<file path="config.mk">
export PLATFORM = sky130hd
export DESIGN_NAME = seven_seg_reader
export DESIGN_NICKNAME = d
export VERILOG_FILES = /design/src/rtl/seg7_pkg.sv /design/src/rtl/seg7_pattern_decode.sv /design/src/rtl/seven_seg_reader.sv
export SDC_FILE = /design/constraint.sdc
export NUM_CORES = 1
export LEC_CHECK = 0
export ABC_AREA = 1
export BUFFER_PORTS_ARGS = -buffer_cell sky130_fd_sc_hd__buf_2
export CORE_UTILIZATION = 36
export DETAILED_ROUTE_END_ITERATION = 10
export GPL_ROUTABILITY_DRIVEN = 0
export PLACE_DENSITY_LB_ADDON = 0.08
export SYNTH_ARGS = -nofsm -noshare
export SYNTH_HDL_FRONTEND = slang
export SYNTH_SLANG_ARGS = --single-unit
</file>
<file path="constraint.sdc">
create_clock -name clk -period 4.77 [get_ports clk]
set_input_delay 0.2385 -clock clk [delete_from_list [all_inputs] [get_ports clk]]
set_output_delay 0.2385 -clock clk [all_outputs]
set_load 0.01 [all_outputs]
</file>
<file path="src/rtl/seg7_pkg.sv">
// Shared seven-segment definitions used by both the encoder and reader sides: bit order, hex patterns,
// reader FSM states. The reader's optional error counter is enabled with SEG_READER_ERR_CNT_EN.
package seg7_pkg;

    localparam int SEG_A      = 0;
    localparam int SEG_G      = 6;
    localparam int SEG_DP_BIT = 7;

    // Active-high patterns, bit 0 = segment a ... bit 6 = segment g
    localparam logic [6:0] PAT_0 = 7'h3F;
    localparam logic [6:0] PAT_1 = 7'h06;
    localparam logic [6:0] PAT_2 = 7'h5B;
    localparam logic [6:0] PAT_3 = 7'h4F;
    localparam logic [6:0] PAT_4 = 7'h66;
    localparam logic [6:0] PAT_5 = 7'h6D;
    localparam logic [6:0] PAT_6 = 7'h7D;
    localparam logic [6:0] PAT_7 = 7'h07;
    localparam logic [6:0] PAT_8 = 7'h7F;
    localparam logic [6:0] PAT_9 = 7'h6F;
    localparam logic [6:0] PAT_A = 7'h77;
    localparam logic [6:0] PAT_B = 7'h7C;
    localparam logic [6:0] PAT_C = 7'h39;
    localparam logic [6:0] PAT_D = 7'h5E;
    localparam logic [6:0] PAT_E = 7'h79;
    localparam logic [6:0] PAT_F = 7'h71;

    typedef enum logic [1:0] {
        ST_IDLE    = 2'd0,
        ST_SETTLE  = 2'd1,
        ST_CAPTURE = 2'd2,
        ST_HOLD    = 2'd3
    } rd_state_t;

    function automatic logic [6:0] hex_to_seg(input logic [3:0] value);
        logic [6:0] pat;
        case (value)
            4'h0: pat = PAT_0;
            4'h1: pat = PAT_1;
            4'h2: pat = PAT_2;
            4'h3: pat = PAT_3;
            4'h4: pat = PAT_4;
            4'h5: pat = PAT_5;
            4'h6: pat = PAT_6;
            4'h7: pat = PAT_7;
            4'h8: pat = PAT_8;
            4'h9: pat = PAT_9;
            4'hA: pat = PAT_A;
            4'hB: pat = PAT_B;
            4'hC: pat = PAT_C;
            4'hD: pat = PAT_D;
            4'hE: pat = PAT_E;
            default: pat = PAT_F;
        endcase
        return pat;
    endfunction

endpackage

</file>
<file path="src/rtl/seg7_pattern_decode.sv">
// Combinational inverse of the shared hex table: 7-bit segment pattern -> {valid, value}.
// Built from hex_to_seg so the encoder and decoder can never disagree.
module seg7_pattern_decode
    import seg7_pkg::*;
(
    input  logic [6:0] pattern,
    output logic       valid,
    output logic [3:0] value
);

    always_comb begin
        valid = 1'b0;
        value = 4'h0;
        for (int k = 0; k < 16; k++) begin
            if (pattern == hex_to_seg(4'(k))) begin
                valid = 1'b1;
                value = 4'(k);
            end
        end
    end

endmodule

</file>
<file path="src/rtl/seven_seg_reader.sv">
// Receive side of the multiplexed seven-segment bus: settles each strobe/pattern pair, decodes it,
// stores one value per digit and flags complete frames. Define SEG_READER_ERR_CNT_EN to add err_cnt.
module seven_seg_reader
    import seg7_pkg::*;
#(
    parameter int N_DIGITS       = 5,
    parameter int SETTLE_CYCLES  = 4,
    parameter int SEL_ACTIVE_LOW = 0,
    parameter int SEG_ACTIVE_LOW = 0
) (
    input  logic                  clk,
    input  logic                  rst_n,
    input  logic [N_DIGITS-1:0]   seg_sel,
    input  logic [7:0]            seg_data,
    output logic [4*N_DIGITS-1:0] digits,
    output logic [N_DIGITS-1:0]   dp,
    output logic [N_DIGITS-1:0]   digit_valid,
    output logic                  frame_done,
    output logic                  pat_err
`ifdef SEG_READER_ERR_CNT_EN
    ,
    output logic [7:0]            err_cnt
`endif
);

    localparam int CNT_W = $clog2(SETTLE_CYCLES + 1);
    localparam int IN_W  = N_DIGITS + 8;

    logic [N_DIGITS-1:0]   sel_pc;
    logic [7:0]            data_pc;
    logic [IN_W-1:0]       sample;
    logic [IN_W-1:0]       in_q_reg;
    logic [N_DIGITS-1:0]   q_sel;
    logic [7:0]            q_data;
    logic                  changed;
    logic                  new_sel_zero;
    logic [CNT_W-1:0]      cnt_reg;
    logic                  settled;
    rd_state_t             state_reg, state_next;
    logic                  dec_valid;
    logic [3:0]            dec_value;
    logic                  capture_ok;
    logic                  capture_bad;
    logic [N_DIGITS-1:0]   wr_mask;
    logic                  frame_clear;
    logic [4*N_DIGITS-1:0] digits_reg;
    logic [N_DIGITS-1:0]   dp_reg;
    logic [N_DIGITS-1:0]   valid_reg;
    logic                  frame_done_reg;
    logic                  pat_err_reg;

    assign sel_pc       = (SEL_ACTIVE_LOW != 0) ? ~seg_sel  : seg_sel;
    assign data_pc      = (SEG_ACTIVE_LOW != 0) ? ~seg_data : seg_data;
    assign sample       = {sel_pc, data_pc};
    assign q_sel        = in_q_reg[IN_W-1:8];
    assign q_data       = in_q_reg[7:0];
    assign changed      = (sample != in_q_reg);
    assign new_sel_zero = (sel_pc == '0);
    assign settled      = (cnt_reg >= CNT_W'(SETTLE_CYCLES - 1));

    always_ff @(posedge clk or negedge rst_n) begin
        if (!rst_n) begin
            in_q_reg <= '0;
            cnt_reg  <= '0;
        end else begin
            in_q_reg <= sample;
            if (changed)
                cnt_reg <= '0;
            else if (cnt_reg != CNT_W'(SETTLE_CYCLES))
                cnt_reg <= cnt_reg + 1'b1;
        end
    end

    always_ff @(posedge clk or negedge rst_n) begin
        if (!rst_n)
            state_reg <= ST_IDLE;
        else
            state_reg <= state_next;
    end

    // Transitions look at the raw sample so a change is seen on the same edge that registers it.
    always_comb begin
        state_next = state_reg;
        case (state_reg)
            ST_IDLE: begin
                if (!new_sel_zero)
                    state_next = ST_SETTLE;
            end
            ST_SETTLE: begin
                if (changed)
                    state_next = new_sel_zero ? ST_IDLE : ST_SETTLE;
                else if (settled)
                    state_next = ST_CAPTURE;
            end
            ST_CAPTURE, ST_HOLD: begin
                if (changed)
                    state_next = new_sel_zero ? ST_IDLE : ST_SETTLE;
                else
                    state_next = ST_HOLD;
            end
            default: state_next = ST_IDLE;
        endcase
    end

    seg7_pattern_decode u_decode (
        .pattern (q_data[SEG_G:SEG_A]),
        .valid   (dec_valid),
        .value   (dec_value)
    );

    always_comb begin
        capture_ok  = 1'b0;
        capture_bad = 1'b0;
        if (state_reg == ST_CAPTURE) begin
            capture_ok  = $onehot(q_sel) && dec_valid;
            capture_bad = !capture_ok;
        end
    end

    genvar gi;
    generate
        for (gi = 0; gi < N_DIGITS; gi++) begin : g_wr
            assign wr_mask[gi] = capture_ok & q_sel[gi];
        end
    endgenerate

    assign frame_clear = &valid_reg;

    // Frame clear is applied before a coincident capture sets its own valid bit.
    always_ff @(posedge clk or negedge rst_n) begin
        if (!rst_n) begin
            digits_reg     <= '0;
            dp_reg         <= '0;
            valid_reg      <= '0;
            frame_done_reg <= 1'b0;
            pat_err_reg    <= 1'b0;
        end else begin
            for (int i = 0; i < N_DIGITS; i++) begin
                if (wr_mask[i]) begin
                    digits_reg[4*i +: 4] <= dec_value;
                    dp_reg[i]            <= q_data[SEG_DP_BIT];
                end
            end
            valid_reg      <= (frame_clear ? '0 : valid_reg) | wr_mask;
            frame_done_reg <= frame_clear;
            pat_err_reg    <= capture_bad;
        end
    end

    assign digits      = digits_reg;
    assign dp          = dp_reg;
    assign digit_valid = valid_reg;
    assign frame_done  = frame_done_reg;
    assign pat_err     = pat_err_reg;

`ifdef SEG_READER_ERR_CNT_EN
    logic [7:0] err_cnt_reg;

    always_ff @(posedge clk or negedge rst_n) begin
        if (!rst_n)
            err_cnt_reg <= 8'h00;
        else if (pat_err_reg && err_cnt_reg != 8'hFF)
            err_cnt_reg <= err_cnt_reg + 8'h01;
    end

    assign err_cnt = err_cnt_reg;
`endif

endmodule

</file>
# [Word-level counts from Yosys, hierarchy flattened]
# Index checks and enable logic that the tools add are counted.
[word_totals] regBits=50 inputBits=15 out_inout_bits=32 wordCells=102
[op_classes] add_sub_neg=5 magnitude_cmp=1 n_eq_ne=24 mux=42 bitwise_logic=6 reduce_logical=8
[ops] op="7-bit == test (second input constant)" n=12
[ops] op="4-bit two-way mux" n=8
[ops] op="1-bit two-way mux" n=20
[ops] op="3-bit two-way mux" n=6
[ops] op="7-bit by 3-bit == test with 1-bit output (second input constant)" n=2
[ops] op="7-bit by 6-bit == test with 1-bit output (second input constant)" n=2
[ops] op="13-bit inequality test" n=1
[ops] op="2-bit two-way mux" n=6
[ops] op="3-bit inequality test (second input constant)" n=2
[ops] op="2-bit case mux with 3 select lines" n=1
[ops] op="1-bit AND" n=5
[ops] op="5-bit logical NOT" n=1
[ops] op="5-bit two-way mux" n=1
[ops] op="5-bit bitwise OR" n=1
[ops] op="5-bit AND reduction" n=1
[ops] op="1-bit by 1-bit adder with 2-bit output" n=2
[ops] op="2-bit == test (second input constant)" n=2
[ops] op="2-bit by 2-bit adder with 3-bit output" n=1
[ops] op="3-bit by 1-bit adder with 3-bit output" n=1
[ops] op="3-bit by 1-bit adder with 3-bit output (second input constant)" n=1
[ops] op="3-bit by 1-bit == test with 1-bit output (second input constant)" n=1
[ops] op="3-bit by 2-bit >= comparator with 1-bit output (second input constant)" n=1
[ops] op="2-bit by 1-bit == test with 1-bit output (second input constant)" n=1
[ops] op="2-bit logical NOT" n=1
[ops] op="other kinds (6)" n=6

# [Logic depth before layout (Yosys ltp)]
[depth] word_depth=21 mapped_depth=12 depth_no_buf=11

# [Hierarchy]
# A second synthesis with hierarchy kept.
[hier_totals] hier_cells=311 hier_area_um2=2592.5
[by_module_without_submodules] module="seven_seg_reader" n_inst=1 cells_each=244 area_per_inst_um2=2293.4 seq_area_each_um2=1251.2
[by_module_without_submodules] module="seg7_pattern_decode" n_inst=1 cells_each=67 area_per_inst_um2=299.0 seq_area_each_um2=0.0

# [Worst setup path after synthesis]
# No wires, ideal clock.
[synth_timing] path_kind="reg2reg" startpoint="register in_q_reg[8]" endpoint="register dp_reg[0] (netlist: dp[0])" setup_ns=0.065 arrival_ns=2.244 required_time_ns=4.705 path_slack_ns=2.461 path_stages_with_launch=11 n_path_buf=1 synth_period_minus_slack_ns=2.309 path_cell_list="dfrtp_1 fa_1 fa_1 ha_1 nor2_1 nand2_1 o21bai_2 nor2_4 buf_6 nand3_1 nand2_1"
[synth_between] elab_chain_len=7
[synth_lines] item="start: declaration" line="seven_seg_reader.sv:32" rtl="logic [IN_W-1:0] in_q_reg;"
[synth_lines] item="start signal: assignment" line="seven_seg_reader.sv:66" rtl="in_q_reg <= sample;"
[synth_lines] item="1-bit by 1-bit adder with 2-bit output (implied by the code)" line="seven_seg_reader.sv:115" rtl="capture_ok = $onehot(q_sel) && dec_valid;"
[synth_lines] item="2-bit by 2-bit adder with 3-bit output (implied by the code)" line="seven_seg_reader.sv:115"
[synth_lines] item="3-bit by 1-bit adder with 3-bit output (implied by the code)" line="seven_seg_reader.sv:115"
[synth_lines] item="3-bit by 1-bit == test with 1-bit output" line="seven_seg_reader.sv:115"
[synth_lines] item="1-bit logical AND" line="seven_seg_reader.sv:115"
[synth_lines] item="1-bit two-way mux" line="seven_seg_reader.sv:114" rtl="if (state_reg == ST_CAPTURE) begin"
[synth_lines] item="1-bit AND *" line="seven_seg_reader.sv:123" rtl="assign wr_mask[gi] = capture_ok & q_sel[gi];"
[synth_lines] item="end signal: indexed assignment" line="seven_seg_reader.sv:141" rtl="dp_reg[i] <= q_data[SEG_DP_BIT];"
[synth_lines] item="end: declaration" line="seven_seg_reader.sv:47" rtl="logic [N_DIGITS-1:0] dp_reg;"
# Every way passes the cells marked *; elsewhere a longest branch is shown, timed or not.
# A chain may end at the register's enable or synchronous reset.

# [Final worst setup path]
[layout_timing] startpoint="register in_q_reg[8]" endpoint="register digits_reg[17] (netlist: digits[17])"
[layout_between] elab_chain_len=7
[layout_lines] item="1-bit by 1-bit adder with 2-bit output (implied by the code)" line="seven_seg_reader.sv:115"
[layout_lines] item="2-bit by 2-bit adder with 3-bit output (implied by the code)" line="seven_seg_reader.sv:115"
[layout_lines] item="3-bit by 1-bit adder with 3-bit output (implied by the code)" line="seven_seg_reader.sv:115"
[layout_lines] item="3-bit by 1-bit == test with 1-bit output" line="seven_seg_reader.sv:115"
[layout_lines] item="1-bit logical AND" line="seven_seg_reader.sv:115"
[layout_lines] item="1-bit two-way mux" line="seven_seg_reader.sv:114"
[layout_lines] item="1-bit AND" line="seven_seg_reader.sv:123"
[layout_lines] item="end signal: indexed assignment" line="seven_seg_reader.sv:140" rtl="digits_reg[4*i +: 4] <= dec_value;"
[layout_lines] item="end: declaration" line="seven_seg_reader.sv:46" rtl="logic [4*N_DIGITS-1:0] digits_reg;"
# No other way between the ends.

==> results_dict.tcl <==
set metrics [dict create \
    wl_per_cell_um 12.62 \
    switchingPower_mw 0.1793 \
    synth_fa_ha_area_frac 0.03655 \
    cts_resized 0 \
    async_reset_ff_frac 1.000 \
    holdBufCountCts 0 \
    final.setup.worst_slack_ps 2027 \
    cts_setup_buffers 0 \
    worstMarginPinSlew_ps 643.8 \
    finClkSkew_ps 4.362 \
    yosysWarningCount 0 \
    final.setup.tns_ps 0 \
    seq_area_frac_synth 0.5076 \
    synth_area_leaders "dfrtp_1 (51%), nand2_1 (13%), nand3_1 (6.9%)" \
    drive_gt1_frac 0.2012 \
    utilization 0.4406 \
    die_h_um 84.75 \
    crit_path_cell_trace "fa_1 -> fa_1 -> ha_1 -> nor2_1 -> nand2_1 -> o21bai_2 -> nor2_4 -> nand3_1 -> nand2_1" \
    drc 3 \
    ir_worst_vdd_uv 154.1 \
    htreeDepth 2 \
    timing.fmax_ghz 0.3645 \
    seq_power_share 0.553 \
    endpoint_kind "flop" \
    numPortBuffers 46 \
    critPathMaxStageDelay_ps 530 \
    synthCells 291 \
    synth_most_common_cell "nand2_1" \
    die_area_sq_um 7182 \
    worstSetupPathType "flop to flop" \
    cts.sinks 50 \
    p_clk_frac 0.373 \
    synth.top_cell.area_share 0.5076 \
    hold_viol_final 0 \
    synthesis.area_sq_um 2465 \
    post_synth_xor_area_fraction 0.03198 \
    drtIter0Drc 95 \
    ioPinCount 47 \
    clock_path_buffers 2 \
    synth-compound-area-share 0.02386 \
    ys_ff_latch 50 \
    grt.overflow.total 0 \
    core_area_sq_um 6495 \
    die_x_um 84.75 \
    vias_per_cell 4.773 \
    synth_largest_area_cell "dfrtp_1" \
    synth.top_cells.by_count "nand2_1 (85), dfrtp_1 (50), nand3_1 (34), nor2_1 (31), inv_1 (27)" \
    synthFlopType "dfrtp_1" \
    globalRouteTotalUtil 0.1574 \
    start_util 0.3795 \
    hp-class "input pin to async pin" \
    p_int_mw 0.6183 \
    p_comb_frac 0.074 \
    period_needed_ps 2743 \
    cp_max_fo 25 \
    crit_slowest_cell "fa_1" \
    p_total_mw 0.7976 \
    final-max-slew-violation-count 0 \
    min_period_over_period 0.5751 \
    grt_pass1_vias 1915 \
    tritoncts "built" \
    setup_violations 0 \
    synth.distinct_cells 31 \
    syn_area_per_cell_sq_um 8.470 \
    cts.clk_slew.worst_paths_ps 90 \
    synth_top_family_by_area "simple AND/OR/NAND/NOR gates" \
    wl_um 5236 \
    cp.required_ps 5000 \
    synth_edf_count 0 \
    syn2layout_area_growth_pct 16.09 \
    grt_pass1_wl_um 8887 \
    numCtsBuffers 5 \
    muxShareOfSynthArea 0 \
    grt_antenna_before_repair 0 \
    slew_headroom 0.5708 \
    grt_setup_unrepaired "false" \
    violations "DRC" \
    yosys.area_share.simple 0.3371 \
    vias 1981 \
    start_kind "flop" \
    rows 29 \
    synthesis.nets 312 \
    cp.arrival_ps 2980 \
    nets 359 \
    cap_violations 0 \
    dp_slack_ps 1998 \
    clk_latency_ps 290 \
    p_leak_nw 1.601 \
    first_pass_iters 9 \
    hpwl_um 3946 \
    status "finished, violations left" \
    root_buffer "clkbuf_8" \
    power.density_nw_per_um2 278.7 \
    grt_max_degree 51 \
    sw_frac_of_total 0.2248 \
    diodes 0 \
    antenna_left 0 \
    largest_reg_flops 20 \
]
worst paths after layout:
path	from	endpoint	slack [ps]	cells after the start
worst max-delay path	in_q_reg[8]	digits[17]	2030	9
worst min-delay path	rst_n	digit_valid[4]	50	2
worst max register to register	in_q_reg[8]	digits[17]	2030	9
worst min register to register	digits[5]	digits[5]	480	2
max in group asynchronous	rst_n	in_q_reg[9]	4290	2
min in group clk	seg_data[6]	in_q_reg[6]	60	1
stage by stage:
| stage | instance area, sq um | hold WS, ps | instances |
|---|---|---|---|
| 2_1_floorplan | 2465 | -57.09 | 291 |
| 3_3_place_gp | 2749 | 363.2 | 408 |
| 3_5_place_dp | 2749 | 363.9 | 408 |
| 4_1_cts | 2861 | 49.44 | 415 |
| 5_1_grt | 2861 | 47.80 | 415 |
| 6_report | 2861 | 51.42 | 415 |
area by class of cell:
| class | count | area [sq um] |
|---|---|---|
| fill | 685 | 3633 |
| sequential | 50 | 1251 |
| timing repair buffer | 47 | 237.7 |
| inverter | 28 | 105.1 |
| multi-input combinational | 206 | 1059 |
| tap | 77 | 96.34 |
| clock buffer | 6 | 82.58 |
| clock inverter | 1 | 30.03 |
critical path, delay by kind of cell (launching register included):
family	cells	cell delay (ps)
AOI/OAI and AO/OA	1	200
DFF	1	500
and+or+nand+nor	5	810
adders and majority gates	3	1180
logic make-up after synthesis:
kind of cell / after synthesis
flip-flops: 50
adder cells (fa/ha/maj): 6
AND/OR/NAND/NOR: 181
buffers and inverters: 35
AO/OA/AOI/OAI: 10
XOR/XNOR: 9
cells in the final DEF (no fill, tap or decap):
master	synthesis	routed
xnor2_1	6	6
nand2_1	85	85
o211ai_1	1	1
nand3b_2	1	1
inv_2	1	1
buf_4	1	1
and2_4	1	1
ha_1	4	4
nor3b_1	2	2
fa_1	2	2
nor2_4	2	2
o21ai_0	5	5
a21oi_1	3	3
nor4_1	1	1
nand3_1	34	34
nor2_2	2	2
inv_1	27	27
nor2_1	31	31
buf_2	4	46
nor3_1	4	4
nand2_4	1	1
clkbuf_8	0	6
nand4_1	10	10
nand2_2	1	1
and2_0	1	1
xor2_1	3	3
bufinv_16	0	1
or2_2	1	1
o21bai_2	1	1
nand3_2	3	3
and2_1	1	1
dfrtp_1	50	50
layer usage:
layer  up-vias  GRT usage  share of wire
met5         -          0              0
met4         0    0.04160         0.0090
met3         5    0.02852          0.038
met2        40     0.2624           0.46
met1       913     0.2121           0.49
li1       1023          -              -
power groups by stage:
stage               Combinational, mW  Sequential, mW  Clock [mW]
floorplan                      0.0394           0.443           0
global placement               0.0603           0.449           0
detailed placement             0.0600           0.450           0
CTS                            0.0603           0.441       0.313
global route                   0.0682           0.443       0.325
finish                         0.0588           0.441       0.298
Power figures use the tool's default switching activity.
